`config.mk`:
```
export PLATFORM = sky130hd
export DESIGN_NAME = ccu_snoop_fanout_merge
export DESIGN_NICKNAME = d
export VERILOG_FILES = /design/src/rtl/ccu_snoop_fanout_merge.sv
export SDC_FILE = /design/constraint.sdc
export NUM_CORES = 1
export LEC_CHECK = 0
export CAP_MARGIN = 20
export CORE_AREA = 2 2 207 209
export DETAILED_ROUTE_END_ITERATION = 10
export DIE_AREA = 0 0 209 211
export GPL_TIMING_DRIVEN = 0
export PLACE_DENSITY_LB_ADDON = 0.08
export SLEW_MARGIN = 20
export SYNTH_ARGS = -nofsm -noshare
export SYNTH_HDL_FRONTEND = slang
export SYNTH_SLANG_ARGS = --single-unit
```
`constraint.sdc`:
```
create_clock -name clk_i -period 3.4 [get_ports clk_i]
set_clock_uncertainty 0.2 [all_clocks]
set_input_delay 0.68 -clock clk_i [delete_from_list [all_inputs] [get_ports clk_i]]
set_output_delay 0.68 -clock clk_i [all_outputs]
set_load 0.005 [all_outputs]
```
`src/rtl/ccu_snoop_fanout_merge.sv`:
```
// Snoop fan-out/merge: broadcasts one AC to the masked masters, merges their
// CR responses into one upstream CR, forwards one CD burst and drains the rest.
// Ports:
//   upstream ac_*/cr_*/cd_*          : one snoop from the snoop FSMs
//   mst_ac_*/mst_cr_*/mst_cd_*       : per-master snoop channels (bit/slice i)
module ccu_snoop_fanout_merge #(
    parameter int unsigned NumMst    = 4,
    parameter int unsigned AddrWidth = 64,
    parameter int unsigned DataWidth = 64
) (
    input  logic                        clk_i,
    input  logic                        rst_ni,
    input  logic                        ac_valid_i,
    output logic                        ac_ready_o,
    input  logic [AddrWidth-1:0]        ac_addr_i,
    input  logic [3:0]                  ac_snoop_i,
    input  logic [2:0]                  ac_prot_i,
    input  logic [NumMst-1:0]           domain_mask_i,
    output logic                        cr_valid_o,
    input  logic                        cr_ready_i,
    output logic [4:0]                  cr_resp_o,
    output logic                        cd_valid_o,
    input  logic                        cd_ready_i,
    output logic [DataWidth-1:0]        cd_data_o,
    output logic                        cd_last_o,
    output logic [NumMst-1:0]           mst_ac_valid_o,
    input  logic [NumMst-1:0]           mst_ac_ready_i,
    output logic [AddrWidth-1:0]        mst_ac_addr_o,
    output logic [3:0]                  mst_ac_snoop_o,
    output logic [2:0]                  mst_ac_prot_o,
    input  logic [NumMst-1:0]           mst_cr_valid_i,
    output logic [NumMst-1:0]           mst_cr_ready_o,
    input  logic [5*NumMst-1:0]         mst_cr_resp_i,
    input  logic [NumMst-1:0]           mst_cd_valid_i,
    output logic [NumMst-1:0]           mst_cd_ready_o,
    input  logic [DataWidth*NumMst-1:0] mst_cd_data_i,
    input  logic [NumMst-1:0]           mst_cd_last_i
);
    localparam int unsigned SrcW = (NumMst > 1) ? $clog2(NumMst) : 1;

    typedef enum logic [1:0] {
        IDLE  = 2'd0,
        SNOOP = 2'd1,
        RESP  = 2'd2,
        DATA  = 2'd3
    } state_e;

    state_e                r_state;
    state_e                w_state_nxt;
    logic [AddrWidth-1:0]  r_addr;
    logic [3:0]            r_snoop;
    logic [2:0]            r_prot;
    logic [NumMst-1:0]     r_mask;
    logic [NumMst-1:0]     r_ac_done;
    logic [NumMst-1:0]     r_cr_done;
    logic [NumMst-1:0]     r_dt_vec;
    logic [NumMst-1:0]     r_pd_vec;
    logic [NumMst-1:0]     r_drain_done;
    logic [4:0]            r_resp;
    logic [SrcW-1:0]       r_src;

    logic                  w_ac_hs;
    logic                  w_in_data;
    logic [NumMst-1:0]     w_ac_hs_m;
    logic [NumMst-1:0]     w_cr_hs_m;
    logic [NumMst-1:0]     w_cd_hs_m;
    logic [NumMst-1:0]     w_drain_set;
    logic [NumMst-1:0]     w_cr_dt;
    logic [NumMst-1:0]     w_cr_pd;
    logic [NumMst-1:0]     w_dt_nxt;
    logic [NumMst-1:0]     w_pd_nxt;
    logic [NumMst-1:0]     w_dirty_src;
    logic [NumMst-1:0]     w_src_oh;
    logic [4:0]            w_cr_or;
    logic [4:0]            w_resp_nxt;
    logic [SrcW-1:0]       w_src_sel;
    logic                  w_src_valid;
    logic                  w_src_last;
    logic                  w_src_open;
    logic [DataWidth-1:0]  w_src_data;

    assign w_ac_hs     = ac_valid_i & ac_ready_o;
    assign w_ac_hs_m   = mst_ac_valid_o & mst_ac_ready_i;
    assign w_cr_hs_m   = mst_cr_valid_i & mst_cr_ready_o;
    assign w_cd_hs_m   = mst_cd_valid_i & mst_cd_ready_o;
    assign w_drain_set = w_cd_hs_m & mst_cd_last_i;
    assign w_in_data   = (r_state == DATA);

    always_comb begin
        w_cr_or = '0;
        w_cr_dt = '0;
        w_cr_pd = '0;
        for (int i = 0; i < NumMst; i++) begin
            if (w_cr_hs_m[i]) w_cr_or = w_cr_or | mst_cr_resp_i[5*i +: 5];
            w_cr_dt[i] = mst_cr_resp_i[5*i];
            w_cr_pd[i] = mst_cr_resp_i[5*i+2];
        end
    end

    assign w_dt_nxt    = r_dt_vec | (w_cr_hs_m & w_cr_dt);
    assign w_pd_nxt    = r_pd_vec | (w_cr_hs_m & w_cr_pd);
    assign w_dirty_src = w_dt_nxt & w_pd_nxt;
    // PassDirty is not OR-merged: it comes only from the chosen dirty source.
    assign w_resp_nxt  = ((r_resp | w_cr_or) & 5'b11011)
                       | {2'b00, |w_dirty_src, 2'b00};

    // Lowest dirty data source wins; otherwise lowest plain data source.
    always_comb begin
        w_src_sel = '0;
        for (int i = NumMst - 1; i >= 0; i--) begin
            if (w_dt_nxt[i]) w_src_sel = SrcW'(i);
        end
        for (int i = NumMst - 1; i >= 0; i--) begin
            if (w_dirty_src[i]) w_src_sel = SrcW'(i);
        end
    end

    always_comb begin
        w_src_oh    = '0;
        w_src_valid = 1'b0;
        w_src_last  = 1'b0;
        w_src_data  = '0;
        for (int i = 0; i < NumMst; i++) begin
            if (r_src == SrcW'(i)) begin
                w_src_oh[i] = 1'b1;
                w_src_valid = mst_cd_valid_i[i];
                w_src_last  = mst_cd_last_i[i];
                w_src_data  = mst_cd_data_i[DataWidth*i +: DataWidth];
            end
        end
    end

    assign w_src_open = |(w_src_oh & ~r_drain_done);

    assign ac_ready_o     = (r_state == IDLE);
    assign mst_ac_valid_o = (r_state == SNOOP) ? (r_mask & ~r_ac_done) : '0;
    assign mst_cr_ready_o = (r_state == SNOOP)
                          ? (r_mask & r_ac_done & ~r_cr_done) : '0;
    assign mst_ac_addr_o  = r_addr;
    assign mst_ac_snoop_o = r_snoop;
    assign mst_ac_prot_o  = r_prot;
    assign cr_valid_o     = (r_state == RESP);
    assign cr_resp_o      = r_resp;
    assign cd_valid_o     = w_in_data & w_src_valid & w_src_open;
    assign cd_last_o      = w_in_data & w_src_last;
    assign cd_data_o      = w_in_data ? w_src_data : '0;
    // Source follows upstream ready; other data holders are drained freely.
    assign mst_cd_ready_o = w_in_data
                          ? (((w_src_oh & {NumMst{cd_ready_i}})
                             | ~w_src_oh) & r_dt_vec & ~r_drain_done)
                          : '0;

    always_ff @(posedge clk_i or negedge rst_ni) begin
        if (!rst_ni) r_state <= IDLE;
        else         r_state <= w_state_nxt;
    end

    always_comb begin
        w_state_nxt = r_state;
        unique case (r_state)
            IDLE: begin
                if (w_ac_hs) w_state_nxt = (|domain_mask_i) ? SNOOP : RESP;
            end
            SNOOP: begin
                if ((r_cr_done | w_cr_hs_m) == r_mask) w_state_nxt = RESP;
            end
            RESP: begin
                if (cr_ready_i) w_state_nxt = r_resp[0] ? DATA : IDLE;
            end
            DATA: begin
                if ((r_drain_done | w_drain_set) == r_dt_vec) w_state_nxt = IDLE;
            end
            default: w_state_nxt = IDLE;
        endcase
    end

    always_ff @(posedge clk_i or negedge rst_ni) begin
        if (!rst_ni) begin
            r_addr       <= '0;
            r_snoop      <= '0;
            r_prot       <= '0;
            r_mask       <= '0;
            r_ac_done    <= '0;
            r_cr_done    <= '0;
            r_dt_vec     <= '0;
            r_pd_vec     <= '0;
            r_drain_done <= '0;
            r_resp       <= '0;
            r_src        <= '0;
        end else begin
            unique case (r_state)
                IDLE: begin
                    if (w_ac_hs) begin
                        r_addr       <= ac_addr_i;
                        r_snoop      <= ac_snoop_i;
                        r_prot       <= ac_prot_i;
                        r_mask       <= domain_mask_i;
                        r_ac_done    <= '0;
                        r_cr_done    <= '0;
                        r_dt_vec     <= '0;
                        r_pd_vec     <= '0;
                        r_drain_done <= '0;
                        r_resp       <= '0;
                        r_src        <= '0;
                    end
                end
                SNOOP: begin
                    r_ac_done <= r_ac_done | w_ac_hs_m;
                    r_cr_done <= r_cr_done | w_cr_hs_m;
                    r_dt_vec  <= w_dt_nxt;
                    r_pd_vec  <= w_pd_nxt;
                    r_resp    <= w_resp_nxt;
                    r_src     <= w_src_sel;
                end
                DATA: begin
                    r_drain_done <= r_drain_done | w_drain_set;
                end
                default: begin
                end
            endcase
        end
    end
endmodule

```
# ---- Yosys cells after proc, flatten, opt, wreduce, memory -nomap -nowiden
# Cells that the tools add are included.
dict set report word_totals {
  regBits 104
  in_bits 372
  output_inout_bits 156
  wordCells 117
}
dict set report classes {
  eq_ne 12
  n_mux 49
  bitwise 33
  reduce_logical 11
}
# cell n
set op_table {}
lappend op_table {{two-way mux 64 bit} 5}
lappend op_table {{AND 4 bit} 14}
lappend op_table {{one-hot mux 4 bit (2 select lines)} 5}
lappend op_table {{two-way mux 2 bit} 15}
lappend op_table {{two-way mux 5 bit} 5}
lappend op_table {{bitwise OR 4 bit} 6}
lappend op_table {{bitwise OR 5 bit} 4}
lappend op_table {{two-way mux 4 bit} 4}
lappend op_table {{inverter 4 bit} 4}
lappend op_table {{two-way mux 1 bit} 12}
lappend op_table {{OR reduction 4 bit} 3}
lappend op_table {{one-hot mux 5 bit (2 select lines)} 1}
lappend op_table {{== test 2 bit (second input constant)} 4}
lappend op_table {{== test 4 bit} 2}
lappend op_table {{!= test 2 x 1 -> 1 bit (second input constant)} 4}
lappend op_table {{one-hot mux 2 bit (4 select lines)} 1}
lappend op_table {{AND reduction 2 bit} 3}
lappend op_table {{bitwise OR 5 x 3 -> 5 bit} 1}
lappend op_table {{AND 1 bit} 4}
lappend op_table {{== test 2 x 1 -> 1 bit (second input constant)} 2}
lappend op_table {{zero test 2 bit} 2}
lappend op_table {{one-hot mux 2 bit (2 select lines)} 1}
lappend op_table {{AND reduction 4 bit} 1}
lappend op_table {{nonzero test 2 bit} 2}

# ---- Logic depth before layout (Yosys ltp)
dict set report depth {
  depth_word 15
  mapped_depth 7
}

# ---- Worst setup path after synthesis
# OpenSTA, ideal clock, no wires.
dict set report synth_path {
  path_type {reg-to-output}
  start {register r_src[0]}
  end {output cd_data_o[10]}
  t_arrival_ns 1.449
  t_required_ns 2.520
  path_slack_ns 1.071
  stages_incl_launch_ff 5
  n_path_buf 2
  cell_sequence {dfrtp_1 -> buf_2 -> buf_2 -> mux4_2 -> and2_1}
}
dict set report synth_between {
  elab_chain_cells 6
  elab_cells_between_ends 9
  cone_classes {eq/ne: 3; mux: 5; reduce/logical: 1}
}
# element line_no
set synth_rtl {}
lappend synth_rtl {{start: declaration} 60} ;# logic [SrcW-1:0] r_src;
lappend synth_rtl {{start signal: assignment} 213} ;# r_src <= w_src_sel;
lappend synth_rtl {{zero test 2 bit} 124} ;# if (r_src == SrcW'(i)) begin
lappend synth_rtl {{two-way mux 64 bit (3 in series)} 124}
lappend synth_rtl {{two-way mux 64 bit (*)} 124}
lappend synth_rtl {{two-way mux 64 bit (*)} 146} ;# assign cd_data_o = w_in_data ? w_src_data : '0;
lappend synth_rtl {{end: declaration} 24} ;# output logic [DataWidth-1:0] cd_data_o,
# Mark *: on every way between the ends. The rest lies on a longest branch, timed or not.

# ---- Worst setup path after layout
dict set report layout_path {
  start {register r_src[1]}
  end {output cd_valid_o}
}
dict set report layout_between {
  elab_chain_cells 7
  elab_cells_between_ends 16
  cone_classes {eq/ne: 3; mux: 8; bitwise: 3; reduce/logical: 2}
}
# element line_no
set layout_rtl {}
lappend layout_rtl {{zero test 2 bit} 124}
lappend layout_rtl {{two-way mux 1 bit (4 in series)} 124}
lappend layout_rtl {{AND 1 bit} 144} ;# assign cd_valid_o = w_in_data & w_src_valid & w_src_open;
lappend layout_rtl {{AND 1 bit (*)} 144}
lappend layout_rtl {{end: declaration} 22} ;# output logic cd_valid_o,
# Marks and branches as above.

==> flow_summary.toml <==
[synthesis]
synth_compound_area_share_pct = 7.236
synth_top_area_share_pct = 39.82
syn-num-nets = 1034
synth_area_leaders = "dfrtp_1, mux4_2, nand2_1"
synth_area_um2 = 6536
ys_ff_latch = 104
ys.flop_type = "dfrtp_1"
postSynthCellCount = 662
synth_top_family_by_area = "simple AND/OR/NAND/NOR gates"
ys_seq_area_share_pct = 39.82
yosysUniqueCellTypes = 51
synth.mux.area_fraction_pct = 22.40
synth_area_leader_cell = "dfrtp_1"
synth_warnings = 0
synth_xor_area_share_pct = 0.5360
async_reset_ff_share_pct = 100.0
synth-edff-count = 0
yosys.area_share.adder_pct = 0
avgSynthCellArea_um2 = 9.874
synth-simple-area-share_pct = 26.34

[setup_path]
crit_start = "r_src[1]$_DFFE_PN0P_"
cp.depth = 6
arrival_ns = 2.40
r2r_start = "r_state[1]$_DFFE_PN0P_"
r2r_end = "r_state[0]$_DFFE_PN0P_"
critPathTopFamily = "buffers and inverters"
cp-endpoint = "cd_valid_o"
cp-end-kind = "output pin"
cp_slowest_cell = "clkdlybuf4s50_1"
path_max_fanout = 10
critPathMaxStageDelay_ns = 0.60
worst-path-buf-inv = 3
crit_type = "reg2out"
crit_chain = "buf_2 > buf_4 > nor3b_1 > a311oi_1 > a211oi_2 > clkdlybuf4s50_1"
worstRegToRegCells = 5
cp.required_ns = 2.52
startpoint_type = "flip-flop"
reg2reg_slack_ns = 1.24

[global_route]
grt_max_degree = 61
grt_overflow = 0
antenna_found_initial = 20
grt.total_usage_pct = 17.14
grt_pass1_vias = 7636
grt_first_pass_wirelength_mm = 54.74

[cts]
clock_latency_ns = 0.36
htree_levels = 3
holdBufCountCts = 0
clk_pin_slew_worst_paths_ns = 0.08
tritoncts = "built"
clock_path_buffers = 2
numCtsBuffers = 9
cts.sinks = 104
cts_root_buffer = "clkbuf_16"

[final_layout]
syn2layout_area_growth_pct = 96.86
fin_cells = 1755
fill_cells = 4445
final_area_um2 = 12870
fin_nets = 1572
drive_gt1_share_pct = 10.04

[placed_design]
place_congestion = 0.8246
dp_slack_ns = 0.07493
placedInstanceArea_um2 = 12510
dp.cells = 1729
hpwl_mm = 32.75
port_buffers = 527

[run_status]
outcome = "finished, final reports clean"

[timing]
hold_violations = 0
slew-limit-headroom_pct = 50.79
period_share_pct = 96.50
fmax_mhz = 304.8
worst_pin_slew_ns = 0.7382
setup_slack_ns = 0.1191
final-setup-viol-count = 0
slew_viol_final = 0
period_minus_slack_ns = 3.281
whs_ns = 0.05780
rsz0062_at_grt = "false"
timing.setup.tns_ns = 0

[job]
max-cap-violations = 0

[floorplanning]
die_w_um = 209
rows = 75
die_y_um = 211
initial_core_util_pct = 15.65
coreArea_um2 = 41760
num_io_pins = 528
dieArea_um2 = 44100

[power_and_ir_drop]
ir_drop_mv = 0.2759
p_leak_uw = 0.005250
power_density_nw_per_um2 = 582.0

[detailed_routing]
ant_nets = 0
wl_per_cell_um = 22.25
via_count = 7259
drc = 0
drtIter0Drc = 352
first_pass_iters = 4
viasPerCell = 4.136
routed_wl_mm = 39.04

[worst_hold_path]
min_path_type = "in2async"
## routing by layer
layer | up-vias | track usage, % | wire length, µm
met5 | - | 0 | 92
met4 | 14 | 6.232 | 909
met3 | 44 | 6.631 | 3502
met2 | 301 | 31.40 | 20760
met1 | 3502 | 17.72 | 13770
li1 | 3398 | - | -
## kinds of logic after synthesis
logic type / Yosys count
AND/OR/NAND/NOR: 382
flip-flops: 104
multiplexers: 65
AO/OA/AOI/OAI: 55
buffers and inverters: 52
XOR/XNOR: 4
## power breakdown
part / internal (µW) / total (µW) / switching, µW
Clock: 541 / 1050 / 507
Combinational: 2510 / 4360 / 1850
Sequential: 1740 / 2090 / 342
## stage by stage
step,util [%],power [µW]
after detailed placement,29.97,6529
after global placement,29.90,6539
after CTS,30.73,7675
after global routing,30.81,8097
after floorplan,-,4001
final,30.81,7489
## worst min-delay path by stage
stage                                  startpoint                             to  slack [ns]  cells after the start
CTS                                        rst_ni  mst_ac_addr_o[44]$_DFFE_PN0P_        0.07                      1
global route                               rst_ni  mst_ac_addr_o[43]$_DFFE_PN0P_        0.07                      1
detailed placement  mst_ac_addr_o[44]$_DFFE_PN0P_  mst_ac_addr_o[44]$_DFFE_PN0P_        0.26                      2
global placement    mst_ac_snoop_o[3]$_DFFE_PN0P_  mst_ac_snoop_o[3]$_DFFE_PN0P_        0.26                      2
floorplan                                  rst_ni       cr_resp_o[0]$_DFFE_PN0P_        0.18                      0
finish                                     rst_ni  mst_ac_addr_o[42]$_DFFE_PN0P_        0.06                      1
## flip-flops by register name, indices dropped and copies added, names as in the netlist
register	count
r_drain_done	4
r_src	2
r_pd_vec	4
mst_ac_addr_o	64
r_mask	4
r_state	2
mst_ac_prot_o	3
cr_resp_o	5
r_cr_done	4
mst_ac_snoop_o	4
r_ac_done	4
r_dt_vec	4
## area by class of cell
class                           instances  area, µm²  share of cell area [%]
Buffer                                 45      254.0                   1.974
Tap cell                              539      674.4                   5.241
Inverter                                6      22.52                  0.1750
Multi-Input combinational cell        506       3699                   28.74
Timing Repair Buffer                  528       5304                   41.22
Clock inverter                          4      27.53                  0.2139
Antenna cell                           11      27.53                  0.2139
Clock buffer                           12      256.5                   1.993
Sequential cell                       104       2603                   20.23
## worst reg2reg max path: stages, from the launching register on
cell and delay (ns):
dfrtp_1 0.47, and2_4 0.33, o311ai_2 0.18, o21a_1 0.24, o41ai_2 0.43, a41oi_1 0.17
## cell usage after synthesis (3+ instances only)
cell type,n
buf_1,8
nand2b_1,6
a222oi_1,5
dfrtp_1,104
mux4_2,65
and3_1,8
and3b_1,3
buf_2,21
a32o_1,3
a311oi_1,3
nor2b_1,5
a21oi_1,4
nand3_1,4
and2_1,69
o21a_1,3
inv_1,5
a41oi_1,10
a22oi_1,4
nor2_1,34
nand2_1,237
nor3_1,6
clkbuf_1,14
## cell usage in the layout (no fill, tap or decap), types with 3 or more instances in the layout
master           instances
inv_1                    5
a41oi_1                 10
and3_1                   8
a311oi_1                 3
clkbuf_1                12
diode_2                 11
nand3_1                  4
a32o_1                   3
buf_1                    4
clkdlybuf4s50_1        526
buf_6                    5
buf_4                    6
o21a_1                   3
a222oi_1                 5
nor2_1                  34
a21oi_1                  4
mux4_2                  65
clkbuf_16                9
nor3_1                   6
dfrtp_1                104
nor2b_1                  5
nand2_1                237
nand2b_1                 6
and2_1                  69
and3b_1                  3
a22oi_1                  4
clkbuf_4                 3
buf_2                   15
## what timing repair did
item,CTS,global route
hold endpoints to repair,0,0
resized for setup,16,3
setup endpoints to repair,58,23
pin swaps,0,0
buffers inserted,0,0
cloned,0,0
(Power assumes the default switching activity.)
